`src/rtl/atm_pkg.sv`:
```
// Shared types and default parameter values for the balance ledger.
package atm_pkg;

    typedef enum logic [1:0] {
        ST_IDLE   = 2'd0,
        ST_ACTIVE = 2'd1,
        ST_LOCKED = 2'd2
    } state_t;

    localparam int DEF_BAL_W        = 8;
    localparam int DEF_INIT_BAL     = 100;
    localparam int DEF_MAX_BAL      = 250;
    localparam int DEF_WD_LIMIT     = 5;
    localparam int DEF_LOCK_REJECTS = 3;

    // Bits needed to hold values 0..n (never less than one bit).
    function automatic int cnt_width(input int n);
        int w;
        w = $clog2(n + 1);
        return (w < 1) ? 1 : w;
    endfunction

endpackage

```
`src/rtl/balance_ledger_if.sv`:
```
// Request/status bundle between the deposit/withdraw stages and the ledger.
interface balance_ledger_if #(
    parameter int BAL_W = 8
);
    logic             count_up;
    logic             count_down;
    logic             session_start;
    logic             session_end;
    logic [BAL_W-1:0] balance;
    logic [3:0]       wd_count;
    logic             denied;
    logic             locked;
    logic             active;

    modport master (
        output count_up, count_down, session_start, session_end,
        input  balance, wd_count, denied, locked, active
    );

    modport slave (
        input  count_up, count_down, session_start, session_end,
        output balance, wd_count, denied, locked, active
    );
endinterface

```
`src/rtl/sat_updown_counter.sv`:
```
// Registered up/down counter that saturates at MIN and MAX instead of wrapping.
module sat_updown_counter #(
    parameter int W    = 8,
    parameter int MIN  = 0,
    parameter int MAX  = 250,
    parameter int INIT = 100
) (
    input  logic         clk,
    input  logic         reset,
    input  logic         inc,
    input  logic         dec,
    output logic [W-1:0] count,
    output logic         at_min,
    output logic         at_max
);
    localparam logic [W-1:0] MIN_V  = W'(MIN);
    localparam logic [W-1:0] MAX_V  = W'(MAX);
    localparam logic [W-1:0] INIT_V = W'(INIT);
    localparam logic [W-1:0] ONE_V  = W'(1);

    logic [W-1:0] r_count;

    always_ff @(posedge clk) begin
        if (reset) begin
            r_count <= INIT_V;
        end else if (inc && !dec && (r_count < MAX_V)) begin
            r_count <= r_count + ONE_V;
        end else if (dec && !inc && (r_count > MIN_V)) begin
            r_count <= r_count - ONE_V;
        end
    end

    assign count  = r_count;
    assign at_min = (r_count <= MIN_V);
    assign at_max = (r_count >= MAX_V);

endmodule

```
`src/rtl/balance_ledger.sv`:
```
// Session-based balance ledger: deposits/withdrawals with per-session limits and lockout.
module balance_ledger
    import atm_pkg::*;
#(
    parameter int BAL_W        = DEF_BAL_W,
    parameter int INIT_BAL     = DEF_INIT_BAL,
    parameter int MAX_BAL      = DEF_MAX_BAL,
    parameter int WD_LIMIT     = DEF_WD_LIMIT,
    parameter int LOCK_REJECTS = DEF_LOCK_REJECTS
) (
    input  logic               clk,
    input  logic               reset,
    balance_ledger_if.slave    bus
);
    localparam int             REJ_W    = cnt_width(LOCK_REJECTS);
    localparam logic [3:0]     WD_LIM   = 4'(WD_LIMIT);
    localparam logic [REJ_W-1:0] REJ_LAST = REJ_W'(LOCK_REJECTS - 1);

    state_t             r_state;
    logic [3:0]         r_wd;
    logic [REJ_W-1:0]   r_rej;
    logic               r_denied;
    logic               r_locked;
    logic               r_active;

    logic [BAL_W-1:0]   w_balance;
    logic               w_at_min;
    logic               w_at_max;
    logic               w_live;
    logic               w_up_only;
    logic               w_dn_only;
    logic               w_dec_ok;

    // session_end pre-empts any same-cycle request, so requests are live only without it
    assign w_live    = (r_state == ST_ACTIVE) && !bus.session_end;
    assign w_up_only = bus.count_up && !bus.count_down;
    assign w_dn_only = bus.count_down && !bus.count_up;
    assign w_dec_ok  = !w_at_min && (r_wd < WD_LIM);

    sat_updown_counter #(
        .W    (BAL_W),
        .MIN  (0),
        .MAX  (MAX_BAL),
        .INIT (INIT_BAL)
    ) u_bal (
        .clk    (clk),
        .reset  (reset),
        .inc    (w_live && w_up_only),
        .dec    (w_live && w_dn_only && w_dec_ok),
        .count  (w_balance),
        .at_min (w_at_min),
        .at_max (w_at_max)
    );

    always_ff @(posedge clk) begin
        if (reset) begin
            r_state  <= ST_IDLE;
            r_wd     <= '0;
            r_rej    <= '0;
            r_denied <= 1'b0;
            r_locked <= 1'b0;
            r_active <= 1'b0;
        end else begin
            r_denied <= 1'b0;
            case (r_state)
                ST_IDLE: begin
                    if (bus.session_start) begin
                        r_state  <= ST_ACTIVE;
                        r_wd     <= '0;
                        r_rej    <= '0;
                        r_active <= 1'b1;
                    end
                end
                ST_ACTIVE: begin
                    if (bus.session_end) begin
                        r_state  <= ST_IDLE;
                        r_active <= 1'b0;
                    end else if (w_up_only) begin
                        if (w_at_max) r_denied <= 1'b1;
                    end else if (w_dn_only) begin
                        if (w_dec_ok) begin
                            r_wd <= r_wd + 4'd1;
                        end else begin
                            r_denied <= 1'b1;
                            r_rej    <= r_rej + 1'b1;
                            // lock on the same edge as the refusal that reaches the limit
                            if (r_rej >= REJ_LAST) begin
                                r_state  <= ST_LOCKED;
                                r_locked <= 1'b1;
                                r_active <= 1'b0;
                            end
                        end
                    end
                end
                ST_LOCKED: begin
                    r_locked <= 1'b1;
                end
                default: begin
                    r_state  <= ST_IDLE;
                    r_active <= 1'b0;
                    r_locked <= 1'b0;
                end
            endcase
        end
    end

    assign bus.balance  = w_balance;
    assign bus.wd_count = r_wd;
    assign bus.denied   = r_denied;
    assign bus.locked   = r_locked;
    assign bus.active   = r_active;

endmodule

```
`src/flat_wrapper.sv`:
```
// flat-port wrapper written by rule: the top's interface ports become plain ports
module balance_ledger_flat import atm_pkg::*;
#(
    parameter int BAL_W        = DEF_BAL_W,
    parameter int INIT_BAL     = DEF_INIT_BAL,
    parameter int MAX_BAL      = DEF_MAX_BAL,
    parameter int WD_LIMIT     = DEF_WD_LIMIT,
    parameter int LOCK_REJECTS = DEF_LOCK_REJECTS
)
  (clk, reset, bus_count_up, bus_count_down, bus_session_start, bus_session_end, bus_balance, bus_wd_count, bus_denied, bus_locked, bus_active);
  balance_ledger_if #(.BAL_W(BAL_W)) bus_i ();
  input  logic clk;
  input  logic reset;
  input wire logic [$bits(bus_i.count_up)-1:0] bus_count_up;
  input wire logic [$bits(bus_i.count_down)-1:0] bus_count_down;
  input wire logic [$bits(bus_i.session_start)-1:0] bus_session_start;
  input wire logic [$bits(bus_i.session_end)-1:0] bus_session_end;
  output wire logic [$bits(bus_i.balance)-1:0] bus_balance;
  output wire logic [$bits(bus_i.wd_count)-1:0] bus_wd_count;
  output wire logic [$bits(bus_i.denied)-1:0] bus_denied;
  output wire logic [$bits(bus_i.locked)-1:0] bus_locked;
  output wire logic [$bits(bus_i.active)-1:0] bus_active;
  assign bus_i.count_up = bus_count_up;
  assign bus_i.count_down = bus_count_down;
  assign bus_i.session_start = bus_session_start;
  assign bus_i.session_end = bus_session_end;
  assign bus_balance = bus_i.balance;
  assign bus_wd_count = bus_i.wd_count;
  assign bus_denied = bus_i.denied;
  assign bus_locked = bus_i.locked;
  assign bus_active = bus_i.active;
  balance_ledger #(.BAL_W(BAL_W), .INIT_BAL(INIT_BAL), .MAX_BAL(MAX_BAL), .WD_LIMIT(WD_LIMIT), .LOCK_REJECTS(LOCK_REJECTS)) u_core (.clk(clk), .reset(reset), .bus(bus_i));
endmodule
```
`config.mk`:
```
export PLATFORM = sky130hd
export DESIGN_NAME = balance_ledger_flat
export DESIGN_NICKNAME = d
export VERILOG_FILES = /design/src/rtl/atm_pkg.sv /design/src/rtl/balance_ledger_if.sv /design/src/rtl/sat_updown_counter.sv /design/src/rtl/balance_ledger.sv /design/src/flat_wrapper.sv
export SDC_FILE = /design/constraint.sdc
export NUM_CORES = 1
export LEC_CHECK = 0
export BUFFER_PORTS_ARGS = -buffer_cell sky130_fd_sc_hd__buf_2
export CORE_ASPECT_RATIO = 0.75
export CORE_MARGIN = 2
export CORE_UTILIZATION = 50
export DETAILED_ROUTE_END_ITERATION = 10
export GPL_TIMING_DRIVEN = 1
export PLACE_DENSITY = 0.75
export SLEW_MARGIN = 10
export SYNTH_ARGS = -nofsm -noshare
export SYNTH_HDL_FRONTEND = slang
export SYNTH_SLANG_ARGS = --single-unit
```
`constraint.sdc`:
```
create_clock -name clk -period 3.1 [get_ports clk]
set_clock_uncertainty 0.15 [all_clocks]
set_input_delay 0.465 -clock clk [delete_from_list [all_inputs] [get_ports clk]]
set_output_delay 0.465 -clock clk [all_outputs]
set_load 0.01 [all_outputs]
```
==> out/metrics.cfg <==
[status]
status = finished clean

[sta]
layout_setup_ws_ps = 172
slew_headroom = 0.697
min_period_ps = 2930
rsz0062_at_grt = no
post-route-period-util = 0.944
setup_viol = 0
hold_slack_ps = 330
worst_pin_slew_ps = 453
clock.fmax_mhz = 342
finalMaxSlewViolations = 0
hold_viol = 0

[clock_tree]
cts.sinks = 18
root_buffer = clkbuf_4
clkTransAtPathRegs_ps = 90
clk_path_buf_depth = 2
post_cts_buffers = 0
cts_tree = built
clkLatencyLatePin_ps = 290
numCtsBuffers = 3
htreeDepth = 1

[power]
pwr-share-comb = 0.275
irDropWorstVdd_mv = 0.219
p_switching_uw = 155
intPower_uw = 347
powerDensity_nw_per_um2 = 343
power_switching_share = 0.309
power_leakage_nw = 0.650
power_uw = 502
clock_power_share = 0.226
seqPwrFrac = 0.499

[detailed_routing]
wl_per_cell_um = 14.1
drtAntennaViolNets = 0
drtIter0Drc = 61
remaining_drc_errors = 0
routed_wl_mm = 2.82
drtPass1Iterations = 4
vias = 1130
viasPerCell = 5.65

[floorplanning]
start_util = 0.538
die_x_um = 61.8
num_rows = 15
core_um2 = 2330
die_area_um2 = 2930
die_h_um = 47.3
ioPinCount = 21

[final_layout]
fin_cells = 200
num_antenna_cells = 0
drive_gt1_frac = 0.217
area_growth_pct = 16.9
finalCoreUtilization = 0.629
finalNetCount = 187

[setup_path]
worst-r2r-setup-slack_ps = 170
start_kind = flip-flop
reg2reg_depth = 8
reg2reg_to = u_core.u_bal.count[7]
cp.required_ps = 3140
worstPathArrival_ps = 2970
path_max_fanout = 5
worstSetupPathType = reg -> reg
reg2reg_from = u_core.u_bal.count[7]
end_kind = flip-flop

[global_route]
antenna_found_initial = 0
grt_max_degree = 19
grt_pass1_wl_mm = 4.69
grt_pass1_vias = 1032
grt_overflow_total = 0
grt_util_all_layers = 0.224

[logic_synthesis]
synth.distinct_cells = 43
synth_sequential_area_ratio = 0.288
ys_warn_count = 0
syn_area_per_cell_um2 = 8.82
synth_fp_nets = 161
syn_inst = 142
ys_ff_latch = 18
mappedNetlistArea_um2 = 1250

[placed_design]
place_ws_ps = -2.60
place.gp.congestion = 0.805
dp_cells = 197
hpwl_mm = 2.20
port_buffers = 20

[min_path]
hold_class = in -> reg
min_path_cells = 3
hp-start = bus_session_start
min_delay_worst_endpoint = u_core.bus.wd_count[2]

[flow_run]
cap_violations = 0

what timing repair did:
| action | CTS | global route |
|---|---|---|
| setup endpoints to repair | 0 | 1 |
| hold buffers | 0 | 0 |
| endpoints found under the hold margin | 0 | 0 |
| resized for setup | 0 | 3 |
registers in the layout (all words and copies together), names as in the netlist:
signal               cells
u_core.bus.locked        1
u_core.u_bal.count       8
u_core.bus.wd_count      4
u_core.bus.denied        1
u_core.r_state           2
u_core.r_rej             2
placed cells by master (no fill, tap or decap), drive strengths merged, types with 6 or more instances in the layout:
master | Yosys | layout
buf | 2 | 25
dfxtp | 18 | 18
a21oi | 15 | 15
nor2 | 14 | 14
ha | 12 | 12
inv | 9 | 9
o21ai | 7 | 7
nor2b | 6 | 6
mux2i | 6 | 6
final cells by class:
type                            count  area [um^2]
Clock buffer                        3         22.5
Fill cell                         224          863
Inverter                            9         33.8
Multi-Input combinational cell    111          867
Sequential cell                    18          360
Tap cell                           34         42.5
Timing Repair Buffer               25          138
worst max-delay path: stages (launching register included):
cell	delay, ps
dfxtp_1	480
nand3_1	200
o31ai_4	340
ha_1	300
a211oi_1	290
o21bai_1	140
or4_1	410
a32oi_1	170
mux2_2	350
through the flow:
| stage | setup TNS [ps] | instance area (um^2) |
|---|---|---|
| floorplan | 0 | 1260 |
| global placement | 0 | 1420 |
| detailed placement | -2.60 | 1420 |
| CTS | 0 | 1440 |
| global route | 0 | 1460 |
| finish | 0 | 1460 |
Yosys cell counts:
| library cell | n | share of area |
|---|---|---|
| o31ai_1 | 1 | 0.0060 |
| or2_2 | 1 | 0.0050 |
| a21oi_1 | 15 | 0.060 |
| or4_1 | 1 | 0.0060 |
| nand2_1 | 1 | 0.0030 |
| nor3_1 | 1 | 0.0040 |
| clkbuf_1 | 2 | 0.0060 |
| o22ai_1 | 1 | 0.0050 |
| xnor2_1 | 3 | 0.021 |
| or3b_1 | 1 | 0.0070 |
| nor4bb_1 | 2 | 0.016 |
| nor4_1 | 1 | 0.0050 |
| mux2_2 | 1 | 0.0090 |
| dfxtp_1 | 18 | 0.29 |
| mux2_4 | 1 | 0.012 |
| o2bb2ai_1 | 1 | 0.0070 |
| buf_4 | 1 | 0.0060 |
| nor2b_1 | 6 | 0.030 |
| nor4_4 | 1 | 0.017 |
| o32ai_1 | 1 | 0.0070 |
| a21o_1 | 4 | 0.024 |
| nor3b_1 | 1 | 0.0060 |
| o21ai_0 | 7 | 0.028 |
| mux2i_1 | 6 | 0.048 |
| xor2_1 | 4 | 0.028 |
| inv_1 | 9 | 0.027 |
| nand2b_1 | 4 | 0.020 |
| o21a_1 | 1 | 0.0060 |
| fa_1 | 1 | 0.016 |
| a311o_1 | 1 | 0.0080 |
| nand3_1 | 4 | 0.016 |
| a41oi_1 | 1 | 0.0070 |
| ha_1 | 12 | 0.12 |
| buf_2 | 1 | 0.0040 |
| a32oi_1 | 1 | 0.0070 |
| o21bai_1 | 3 | 0.018 |
| a311oi_2 | 1 | 0.012 |
| a211oi_1 | 4 | 0.024 |
| nor2_1 | 13 | 0.039 |
| nor2_2 | 1 | 0.0050 |
| a21boi_0 | 1 | 0.0060 |
| o2111ai_1 | 1 | 0.0070 |
| and2_1 | 1 | 0.0050 |
power by group through the flow:
| stage | combinational, mW | sequential [mW] | clock [mW] |
|---|---|---|---|
| after floorplan | 0.0942 | 0.258 | 0 |
| after global placement | 0.129 | 0.255 | 0 |
| after detailed placement | 0.132 | 0.256 | 0 |
| after CTS | 0.134 | 0.251 | 0.119 |
| after global routing | 0.156 | 0.252 | 0.131 |
| final | 0.138 | 0.251 | 0.113 |
routing by layer:
| layer | vias to the layer above | part of all wire | global-route usage |
|---|---|---|---|
| li1 | 565 | - | - |
| met5 | - | 0 | 0 |
| met4 | 0 | 0.010 | 0.0426 |
| met2 | 20 | 0.46 | 0.368 |
| met1 | 539 | 0.49 | 0.300 |
| met3 | 6 | 0.032 | 0.0579 |
how the worst max path moves through the flow:
stage / slack (ps) / from / endpoint
after floorplan: 90 / u_core.r_state[0] / u_core.u_bal.count[7]
after global placement: 50 / bus_session_end / u_core.u_bal.count[7]
after detailed placement: -3 / bus_session_end / u_core.u_bal.count[7]
after CTS: 60 / u_core.r_state[1] / u_core.u_bal.count[7]
after global routing: 10 / u_core.r_state[1] / u_core.u_bal.count[7]
final: 170 / u_core.u_bal.count[7] / u_core.u_bal.count[7]
cell families after synthesis:
| group | count (synthesis) | share of synthesized area |
|---|---|---|
| AO/OA/AOI/OAI | 44 | 0.232 |
| multiplexers | 8 | 0.0689 |
| adder cells (fa/ha/maj) | 13 | 0.136 |
| XOR/XNOR | 7 | 0.0490 |
| flip-flops | 18 | 0.288 |
| buffers and inverters | 13 | 0.0430 |
| AND/OR/NAND/NOR | 39 | 0.184 |
(Power assumes the default switching activity.)
